--- config.mk ---
export PLATFORM = sky130hd
export DESIGN_NAME = output_readback_monitor
export DESIGN_NICKNAME = d
export VERILOG_FILES = /design/src/rtl/bc_pkg.sv /design/src/rtl/fb_sync_filter.sv /design/src/rtl/output_readback_monitor.sv
export SDC_FILE = /design/constraint.sdc
export NUM_CORES = 1
export LEC_CHECK = 0
export CAP_MARGIN = 20
export CORE_UTILIZATION = 48
export CTS_CLUSTER_DIAMETER = 50
export DETAILED_ROUTE_END_ITERATION = 7
export PLACE_DENSITY = 0.71
export SETUP_SLACK_MARGIN = 0.15
export SLEW_MARGIN = 20
export SYNTH_ARGS = -nofsm -noshare
export SYNTH_HDL_FRONTEND = slang
export SYNTH_HIERARCHICAL = 1
export SYNTH_SLANG_ARGS = --single-unit
export TNS_END_PERCENT = 30
--- constraint.sdc ---
create_clock -name clk1 -period 3.3 [get_ports clk1]
set_input_delay 0.66 -clock clk1 [delete_from_list [all_inputs] [get_ports clk1]]
set_output_delay 0.66 -clock clk1 [all_outputs]
set_load 0.02 [all_outputs]
--- src/rtl/bc_pkg.sv ---
// Shared encodings for the output readback monitor: FSM states, fbStatus codes and the lock threshold.
package bc_pkg;

  typedef enum logic [2:0] {
    ST_DISABLED = 3'd0,
    ST_TRACK    = 3'd1,
    ST_SETTLE   = 3'd2,
    ST_ERROR    = 3'd3,
    ST_LOCK     = 3'd4
  } mon_state_t;

  localparam logic [1:0] FB_OK     = 2'b00;
  localparam logic [1:0] FB_SETTLE = 2'b01;
  localparam logic [1:0] FB_LOCK   = 2'b10;
  localparam logic [1:0] FB_OFF    = 2'b11;

  // Settle failures tolerated before the third one locks the monitor.
  localparam logic [1:0] ERR_LOCK_LIMIT = 2'd2;

  function automatic logic [1:0] status_of(input mon_state_t st);
    logic [1:0] code;
    case (st)
      ST_DISABLED:         code = FB_OFF;
      ST_TRACK:            code = FB_OK;
      ST_SETTLE, ST_ERROR: code = FB_SETTLE;
      ST_LOCK:             code = FB_LOCK;
      default:             code = FB_LOCK;
    endcase
    return code;
  endfunction

endpackage

--- src/rtl/fb_sync_filter.sv ---
// One readback channel: 2-flop synchroniser, optional glitch filter (FB_GLITCH_FILTER_EN), and a
// command delay line matched to the readback latency.
module fb_sync_filter
  import bc_pkg::*;
#(
  parameter int FILT_LEN = 4
) (
  input  logic clk,
  input  logic rst_n,
  input  logic cmd,
  input  logic fb,
  output logic fb_clean,
  output logic cmd_dly
);

  if (FILT_LEN < 2) begin : g_bad_filt_len
    $error("fb_sync_filter: FILT_LEN must be at least 2");
  end

`ifdef FB_GLITCH_FILTER_EN
  localparam int DLY = 2 + FILT_LEN;
`else
  localparam int DLY = 2;
`endif

  logic           cmd_r;
  logic [DLY-1:0] cmd_pipe_r;
  logic           sync1_r;
  logic           sync2_r;

  // Command register plus delay line, and the readback synchroniser.
  always_ff @(posedge clk or negedge rst_n) begin
    if (!rst_n) begin
      cmd_r      <= 1'b0;
      cmd_pipe_r <= '0;
      sync1_r    <= 1'b0;
      sync2_r    <= 1'b0;
    end else begin
      cmd_r      <= cmd;
      cmd_pipe_r <= {cmd_pipe_r[DLY-2:0], cmd_r};
      sync1_r    <= fb;
      sync2_r    <= sync1_r;
    end
  end

  assign cmd_dly = cmd_pipe_r[DLY-1];

`ifdef FB_GLITCH_FILTER_EN
  logic [FILT_LEN-2:0] hist_r;
  logic                clean_r;
  logic                all_one_s;
  logic                all_zero_s;

  // The current sample plus FILT_LEN-1 history bits form the FILT_LEN-sample window.
  assign all_one_s  = sync2_r & (&hist_r);
  assign all_zero_s = ~sync2_r & ~(|hist_r);

  // Sample history and filtered value; the output only moves on a unanimous window.
  always_ff @(posedge clk or negedge rst_n) begin
    if (!rst_n) begin
      hist_r  <= '0;
      clean_r <= 1'b0;
    end else begin
      hist_r <= (hist_r << 1) | (FILT_LEN-1)'(sync2_r);
      if (all_one_s) begin
        clean_r <= 1'b1;
      end else if (all_zero_s) begin
        clean_r <= 1'b0;
      end else begin
        clean_r <= clean_r;
      end
    end
  end

  assign fb_clean = clean_r;
`else
  assign fb_clean = sync2_r;
`endif

endmodule

--- src/rtl/output_readback_monitor.sv ---
// Checks relay/switch readback against the latency-matched commands and locks after the third
// settle failure. Optional glitch filter on the readback: define FB_GLITCH_FILTER_EN.
module output_readback_monitor
  import bc_pkg::*;
#(
  parameter int         SETTLE_MAX = 250000,
  parameter int         CNT_W      = 18,
  parameter logic [1:0] FB_INV     = 2'b00,
  parameter int         FILT_LEN   = 4
) (
  input  logic       clk1,
  input  logic       rst,
  input  logic       monEn,
  input  logic       relayCmd,
  input  logic       switchCmd,
  input  logic       relayFb,
  input  logic       switchFb,
  input  logic       clrErr,
  output logic [1:0] fbStatus,
  output logic       fbFault,
  output logic [1:0] errCount
);

  if ((SETTLE_MAX < 2) || ((64'd1 << CNT_W) <= 64'(SETTLE_MAX))) begin : g_bad_settle
    $error("output_readback_monitor: need SETTLE_MAX >= 2 and 2**CNT_W > SETTLE_MAX");
  end

  localparam logic [CNT_W-1:0] SETTLE_LAST = CNT_W'(SETTLE_MAX - 1);

  mon_state_t       state_r, state_s;
  logic [CNT_W-1:0] cnt_r, cnt_s, cnt_inc_s;
  logic [1:0]       err_r, err_s;
  logic [1:0]       status_r;
  logic             fault_r;
  logic [1:0]       fb_clean_s, cmd_dly_s, cmd_prev_r;
  logic             mismatch_s, cmd_toggle_s;

  fb_sync_filter #(.FILT_LEN(FILT_LEN)) u_relay (
    .clk(clk1), .rst_n(rst), .cmd(relayCmd), .fb(relayFb),
    .fb_clean(fb_clean_s[0]), .cmd_dly(cmd_dly_s[0])
  );

  fb_sync_filter #(.FILT_LEN(FILT_LEN)) u_switch (
    .clk(clk1), .rst_n(rst), .cmd(switchCmd), .fb(switchFb),
    .fb_clean(fb_clean_s[1]), .cmd_dly(cmd_dly_s[1])
  );

  assign mismatch_s   = |(fb_clean_s ^ (cmd_dly_s ^ FB_INV));
  assign cmd_toggle_s = |(cmd_dly_s ^ cmd_prev_r);
  assign cnt_inc_s    = cnt_r + CNT_W'(1);

  // Next state, settle counter and error counter.
  always_comb begin
    state_s = state_r;
    cnt_s   = cnt_r;
    err_s   = err_r;
    case (state_r)
      ST_DISABLED: begin
        cnt_s = '0;
        if (clrErr) err_s = 2'd0;
        else        err_s = err_r;
        if (monEn) state_s = ST_TRACK;
        else       state_s = ST_DISABLED;
      end
      ST_TRACK: begin
        cnt_s = '0;
        if (clrErr) err_s = 2'd0;
        else        err_s = err_r;
        if (!monEn)         state_s = ST_DISABLED;
        else if (mismatch_s) state_s = ST_SETTLE;
        else                state_s = ST_TRACK;
      end
      ST_SETTLE: begin
        // The cycle that sees the mismatch in TRACK counts, so exactly SETTLE_MAX
        // mismatching cycles reach the limit.
        if (!monEn) begin
          state_s = ST_DISABLED;
          cnt_s   = '0;
        end else if (!mismatch_s) begin
          state_s = ST_TRACK;
          cnt_s   = '0;
        end else if (cmd_toggle_s) begin
          cnt_s = '0;
        end else if (cnt_inc_s == SETTLE_LAST) begin
          state_s = ST_ERROR;
          cnt_s   = '0;
        end else begin
          cnt_s = cnt_inc_s;
        end
      end
      ST_ERROR: begin
        cnt_s = '0;
        if (!monEn) begin
          state_s = ST_DISABLED;
        end else if (err_r < ERR_LOCK_LIMIT) begin
          err_s   = err_r + 2'd1;
          state_s = ST_TRACK;
        end else begin
          err_s   = 2'd3;
          state_s = ST_LOCK;
        end
      end
      ST_LOCK: begin
        state_s = ST_LOCK;
        cnt_s   = '0;
      end
      default: begin
        state_s = ST_LOCK;
        cnt_s   = '0;
        err_s   = 2'd3;
      end
    endcase
  end

  // State, counters and registered outputs; status is decoded from the next state.
  always_ff @(posedge clk1 or negedge rst) begin
    if (!rst) begin
      state_r    <= ST_DISABLED;
      cnt_r      <= '0;
      err_r      <= 2'd0;
      cmd_prev_r <= 2'b00;
      status_r   <= FB_OFF;
      fault_r    <= 1'b0;
    end else begin
      state_r    <= state_s;
      cnt_r      <= cnt_s;
      err_r      <= err_s;
      cmd_prev_r <= cmd_dly_s;
      status_r   <= status_of(state_s);
      fault_r    <= fault_r | (state_s == ST_LOCK);
    end
  end

  assign fbStatus = status_r;
  assign fbFault  = fault_r;
  assign errCount = err_r;

endmodule

==> summary.txt, run 1 <==
Run status
  – Outcome: completed

STA
  – Final Max Tran Viols: 0
  – Final setup fails: 0
  – Minimum setup slack in the final design: between 500 and 600 ps
  – Tcrit/Tclk final: 81.9%
  – Clock skew: 5.37 ps
  – Final hold viol count: 0
  – Worst-Margin Slew: 807 ps
  – Achievable frequency: about 0.37 GHz
  – Rel. slew slack: roughly 46%
  – Minimum clock period: 2700 ps
  – RSZ-0062 raised after global routing: false
  – Setup tns final: 0 ps

Logic synthesis
  – Cell taking the most area after synthesis: dfrtp_1
  – Most instantiated cells after synthesis: dfrtp_1 (36), xnor2_1 (19), nor2_1 (17), nand2_1 (12), a211oi_1 (11)
  – Synth warnings: 6
  – Post-synth top area share: around 46%
  – Main area contributors after synthesis: dfrtp_1 (46%), xnor2_1 (8.5%), a211oi_1 (4.2%)
  – Post-Synthesis Cell Area: roughly 2000 µm²
  – Post-synth EDFFs: 0
  – Synthesized flop and latch total: 38
  – Seq/Total Area, Yosys: approximately half
  – Count leader, synth: dfrtp_1
  – Mapped Cells: approximately 190
  – Mapped Nets: 199
  – Syn avg cell area: 10.3 µm²
  – Top FF cell, synth: dfrtp_1
  – Cell variety after synth: 44
  – Ys async rst share: 100%

Layout
  – Final core utilization: 57.7%
  – Register Area: 953 µm²
  – Layout cells sized above 1: under 10%
  – # nets final: 206
  – ANT cells: 0
  – Area of the multi-input gates: 920 µm²
  – P&R area growth vs syn: 11.5%
  – Fill cells: 294

CTS
  – H-Tree Level Count: 2
  – Root Driver: clkbuf_8
  – Post CTS Setup Buffer Count: 0
  – Post-CTS Hold Fix Bufs: 0
  – CTS tree: yes
  – Worst-path clk slew: ~80 ps
  – Clock buffer depth: 2
  – Clock Sinks: 38
  – Clk_lat worst skew: 290 ps
  – CTS Buf Count: 5
  – Post-cts resize count: 0

Setup path
  – CP Capture Type: flop
  – Worst stage delay on the critical path: around 670 ps
  – Crit path cell chain: ha_1 -> or3b_2 -> o31a_1 -> or3_1 -> a21oi_1 -> a211oi_1
  – CP top delay family: compound AO/OA/AOI/OAI gates
  – Type of origin of the critical path: flop
  – CP max FO: 10
  – Critical path buffers and inverters: 0
  – Setup CP Type: reg -> reg
  – Slowest CP cell: a21oi_1
  – Worst EP required: roughly 3400 ps
  – Critical Path AT: 2830 ps

Placed design
  – Port Buf Inserts: 12
  – Post-DP HPWL: 2.42 mm
  – Setup Slack @ Placement: 674 ps
  – GPL Wtd Cong: 0.869

Run
  – Max-Cap Viols: 0

Power and ir drop
  – P_sw: about 0.00033 W
  – Worst vdd ir: ~0.38 mV
  – Comb power frac: 18.1%
  – Sequential share of power: 48.7%
  – Power Internal: 0.000856 W
  – LEAKAGE: just over 0.8 nW
  – Clock network power share: between 30% and 40%
  – Cell Pwr Density: 547 nW/µm²
  – Switching share of power: 28.1%

Floorplan
  – Chip Width: 65.8 µm
  – Die Area: 4330 µm²
  – I/O pins: 13
  – Row cnt: 22
  – Die height: 65.8 µm
  – Initial core utilization: 51.8%
  – Core area: 3770 µm²

Detailed routing
  – WL final: 3.46 mm
  – Via count: 1,412
  – Drt drc: 0
  – DRT iter0 DRCs: 153
  – Avg WL per Cell: 14.1 µm
  – Final ANT Viol Nets: 0
  – DR pass1 iterations: 5
  – Via density: around 5.8

Worst hold path
  – Hold WC Path Type: reg -> reg

Global route
  – Largest net degree at the start of global routing: 39
  – Antenna violations before repair: 0
  – Grt ovf: 0
  – Vias in the first global route: 1,377
  – First-pass GRT wire length: 6.18 mm
  – Total track usage: 19.0%
==> cells in the final DEF, fill, tap and decap left out, types with 2 or more instances in the layout <==
master	n
nand4_1	5
dfrtp_1	36
a31oi_1	3
nor3_1	6
clkdlybuf4s50_1	11
nor2_1	17
nand2_1	12
nor2b_1	4
a211oi_1	11
dfstp_2	2
nand3_1	8
ha_1	2
a21o_1	2
inv_1	4
or2_2	2
xor2_1	5
a21oi_1	7
clkinvlp_4	2
and3_1	4
o21ai_0	4
clkbuf_8	5
nor3b_1	2
xnor2_1	19
nand2b_1	2
o211ai_1	2
==> state kept, by name (all words and copies together), names as in the netlist <==
signal	count
u_relay/cmd_pipe_r	2
errCount	2
fbStatus	2
cnt_r	18
u_switch/sync1_r	1
cmd_prev_r	2
u_switch/cmd_r	1
state_r	3
u_relay/fb_clean	1
u_relay/sync1_r	1
u_switch/fb_clean	1
fbFault	1
u_relay/cmd_r	1
u_switch/cmd_pipe_r	2
==> metal layers <==
layer	routed length [µm]	vias to the layer above	track usage, %
met2	1580	30	28.6
met1	1720	694	26.7
met4	21	0	5.16
met5	0	-	0
li1	-	685	-
met3	133	3	5.17
==> worst paths after layout <==
kind,startpoint,endpoint,slack (ps),depth (start not counted)
worst max-delay path,cnt_r[0],cnt_r[15],600,6
min in group asynchronous,rst,errCount[1],450,1
worst max register to register,cnt_r[0],cnt_r[15],600,6
worst min-delay path,u_relay/sync1_r,u_relay/fb_clean,350,0
worst min register to register,u_relay/sync1_r,u_relay/fb_clean,350,0
max in group asynchronous,rst,cnt_r[5],2340,1
==> power by group through the flow <==
stage | clock network (W) | logic (W) | registers [W]
2_1_floorplan | 0 | 0.000129 | 0.000589
3_3_place_gp | 0 | 0.000214 | 0.000583
3_5_place_dp | 0 | 0.000217 | 0.000588
4_1_cts | 0.000404 | 0.000219 | 0.000580
5_1_grt | 0.000425 | 0.000244 | 0.000589
6_report | 0.000395 | 0.000216 | 0.000580
==> worst reg2reg max path, stage by stage, from the launching register on <==
cell and delay (ps):
dfrtp_1 470, ha_1 340, or3b_2 470, o31a_1 110, or3_1 320, a21oi_1 670, a211oi_1 170
==> cell families after synthesis <==
family                   count (synthesis)  share of synthesized area, %
adder cells (fa/ha/maj)                  2                          1.28
AO/OA/AOI/OAI                           39                          15.5
AND/OR/NAND/NOR                         70                          19.6
buffers and inverters                   16                          4.04
XOR/XNOR                                24                          10.8
flip-flops                              38                          48.8
==> stage by stage <==
| step | instance area [µm²] | instances | hold WS, ps | total power [W] |
|---|---|---|---|---|
| final | 2180 | 245 | 352 | 0.00119 |
| after CTS | 2180 | 245 | 354 | 0.00120 |
| after floorplan | 1950 | 189 | 331 | 0.000718 |
| after global routing | 2180 | 245 | 370 | 0.00126 |
| after detailed placement | 2060 | 237 | 337 | 0.000805 |
| after global placement | 2060 | 237 | 333 | 0.000797 |
==> cell type report <==
| cell class | count | area share, % |
|---|---|---|
| Sequential cell | 38 | 43.8 |
| Multi-Input combinational cell | 135 | 42.2 |
| Clock inverter | 3 | 2.07 |
| Tap cell | 48 | 2.76 |
| Inverter | 4 | 0.690 |
| Timing Repair Buffer | 12 | 5.29 |
| Clock buffer | 5 | 3.16 |
Note: power is estimated with default switching activity, not from simulation.
==> inputs of run 2 (changes only) <==
Clock period 3.3 ns to 2.8 ns, I/O delays scaled along.
==> summary.txt, run 2 (synthesized netlist as in run 1, its figures left out) <==
STA
  – Minimum clock period: 2460 ps (-241 ps)
  – Clock skew: 4.66 ps (-0.709 ps)
  – Worst-Margin Slew: 806 ps (-0.741 ps)
  – Final hold viol count: 0 (unchanged)
  – Tcrit/Tclk final: 87.9% (+6.0 points)
  – Final setup fails: 0 (unchanged)
  – Setup tns final: 0 ps (unchanged)
  – RSZ-0062 raised after global routing: false
  – Final Max Tran Viols: 0 (unchanged)
  – Achievable frequency: 0.406 GHz (+9.8%)
  – Minimum setup slack in the final design: 338 ps (-259 ps)
  – Rel. slew slack: 46.2% (+0.049 points)

Detailed routing
  – Avg WL per Cell: 14.2 µm (+0.40%)
  – Drt drc: 0 (unchanged)
  – Via density: 5.60 (-2.9%)
  – DR pass1 iterations: 4 (-1)
  – DRT iter0 DRCs: 113 (-26%)
  – Final ANT Viol Nets: 0 (unchanged)
  – WL final: 3.49 mm (+0.81%)
  – Via count: 1,377 (-2.5%)

Run
  – Max-Cap Viols: 0 (unchanged)

Layout
  – ANT cells: 0 (unchanged)
  – Largest register FFs: 18 (unchanged)
  – Fill cells: 298 (+1.4%)
  – Fin cells: 246 (+0.41%)
  – # nets final: 207 (+0.49%)
  – Most frequent cells in the layout: dfrtp_1 (36), xnor2_1 (19), nor2_1 (17)
  – Design Area, Final: 2210 µm² (+1.4%)
  – Most flops, register: cnt_r
  – Largest registers: cnt_r x18, state_r x3
  – P&R area growth vs syn: 13.1%
  – Final core utilization: 58.6% (+0.83 points)
  – Layout cells sized above 1: 10.1% (+0.46 points)
  – Most common cell after layout, fill and taps aside: dfrtp_1

Setup path
  – Crit path cell chain: nand4_4 -> or4_4 -> o21bai_4 -> a2111oi_4 -> a211oi_1
  – Worst EP required: 2940 ps (-490 ps)
  – Setup CP Type: reg -> reg
  – CP top delay family: compound AO/OA/AOI/OAI gates
  – Type of origin of the critical path: flop
  – Worst stage delay on the critical path: 610 ps (-60 ps)
  – CP Capture Type: flop
  – CP max FO: 10 (unchanged)
  – Critical Path AT: 2600 ps (-230 ps)
  – Slowest CP cell: or4_4
  – Critical path buffers and inverters: 0 (unchanged)

Run status
  – Outcome: completed

Global route
  – Vias in the first global route: 1,316 (-4.4%)
  – First-pass GRT wire length: 6.09 mm (-1.5%)
  – Antenna violations before repair: 0 (unchanged)
  – Total track usage: 19.5% (+0.54 points)
  – Grt ovf: 0 (unchanged)
  – Largest net degree at the start of global routing: 39 (unchanged)

CTS
  – CTS Buf Count: 5 (unchanged)
  – Clock buffer depth: 2 (unchanged)
  – CTS tree: yes
  – Clock Sinks: 38 (unchanged)
  – Post-CTS Hold Fix Bufs: 0 (unchanged)
  – H-Tree Level Count: 2 (unchanged)
  – Post-cts resize count: 0 (unchanged)
  – Root Driver: clkbuf_8
  – Worst-path clk slew: 80 ps (about the same)
  – Post CTS Setup Buffer Count: 0 (unchanged)
  – Clk_lat worst skew: 290 ps (about the same)

Placed design
  – Post-DP HPWL: 2.40 mm (-0.90%)
  – Placed insts: 238 (+0.42%)
  – Port Buf Inserts: 12 (unchanged)
  – DP Area: 2070 µm² (+0.36%)
  – Setup Slack @ Placement: 288 ps (-386 ps)
  – GPL Wtd Cong: 0.914 (+5.2%)

Power and ir drop
  – Worst vdd ir: 0.448 mV (+18%)
  – Cell Pwr Density: 674 nW/µm² (+23%)
  – LEAKAGE: 0.836 nW (+2.9%)

Floorplan
  – Core area: 3770 µm² (unchanged)
  – Row cnt: 22 (unchanged)
  – Die height: 65.8 µm (unchanged)
  – I/O pins: 13 (unchanged)
  – Die Area: 4330 µm² (unchanged)
  – Chip Width: 65.8 µm (unchanged)
  – Initial core utilization: 51.8% (unchanged)

Worst hold path
  – Hold WC Path Type: in -> async
==> run 2: worst paths after layout <==
kind | endpoint | cells after the start | startpoint | slack, ps
max in group asynchronous | cnt_r[4] | 1 | rst | 1940
min in group clk1 | u_relay/fb_clean | 0 | u_relay/sync1_r | 350
max reg2reg | cnt_r[0] | 5 | cnt_r[5] | 340
min | cnt_r[0] | 1 | rst | 350
max | cnt_r[0] | 5 | cnt_r[5] | 340
min reg2reg | u_relay/fb_clean | 0 | u_relay/sync1_r | 350
==> run 2: layer usage <==
layer	wire length, µm	up-vias	track usage [%]
li1	-	686	-
met1	1710	658	25.3
met2	1550	25	29.0
met3	139	8	5.86
met4	81	0	10.9
met5	0	-	0
==> run 2: area by class of cell <==
cell class              count  area (µm²)  area share (%)
flip-flops and latches     38         953            43.2
clock buffers               5        68.8            3.12
repair buffers             13         123            5.55
clock inverters             3        68.8            3.12
inverters                   4        15.0           0.680
multi-input cells         135         920            41.6
well taps                  48        60.1            2.72
==> run 2: metrics by stage <==
stage               power [W]  hold slack, ps
detailed placement   0.000947             339
CTS                   0.00151             357
floorplan            0.000847             264
global route          0.00157             372
finish                0.00149             354
global placement     0.000940             332
==> run 2: where the power goes <==
group | switching [W] | internal [W]
Combinational | 0.000127 | 0.000128
Clock | 0.000194 | 0.000357
Sequential | 0.0000663 | 0.000617
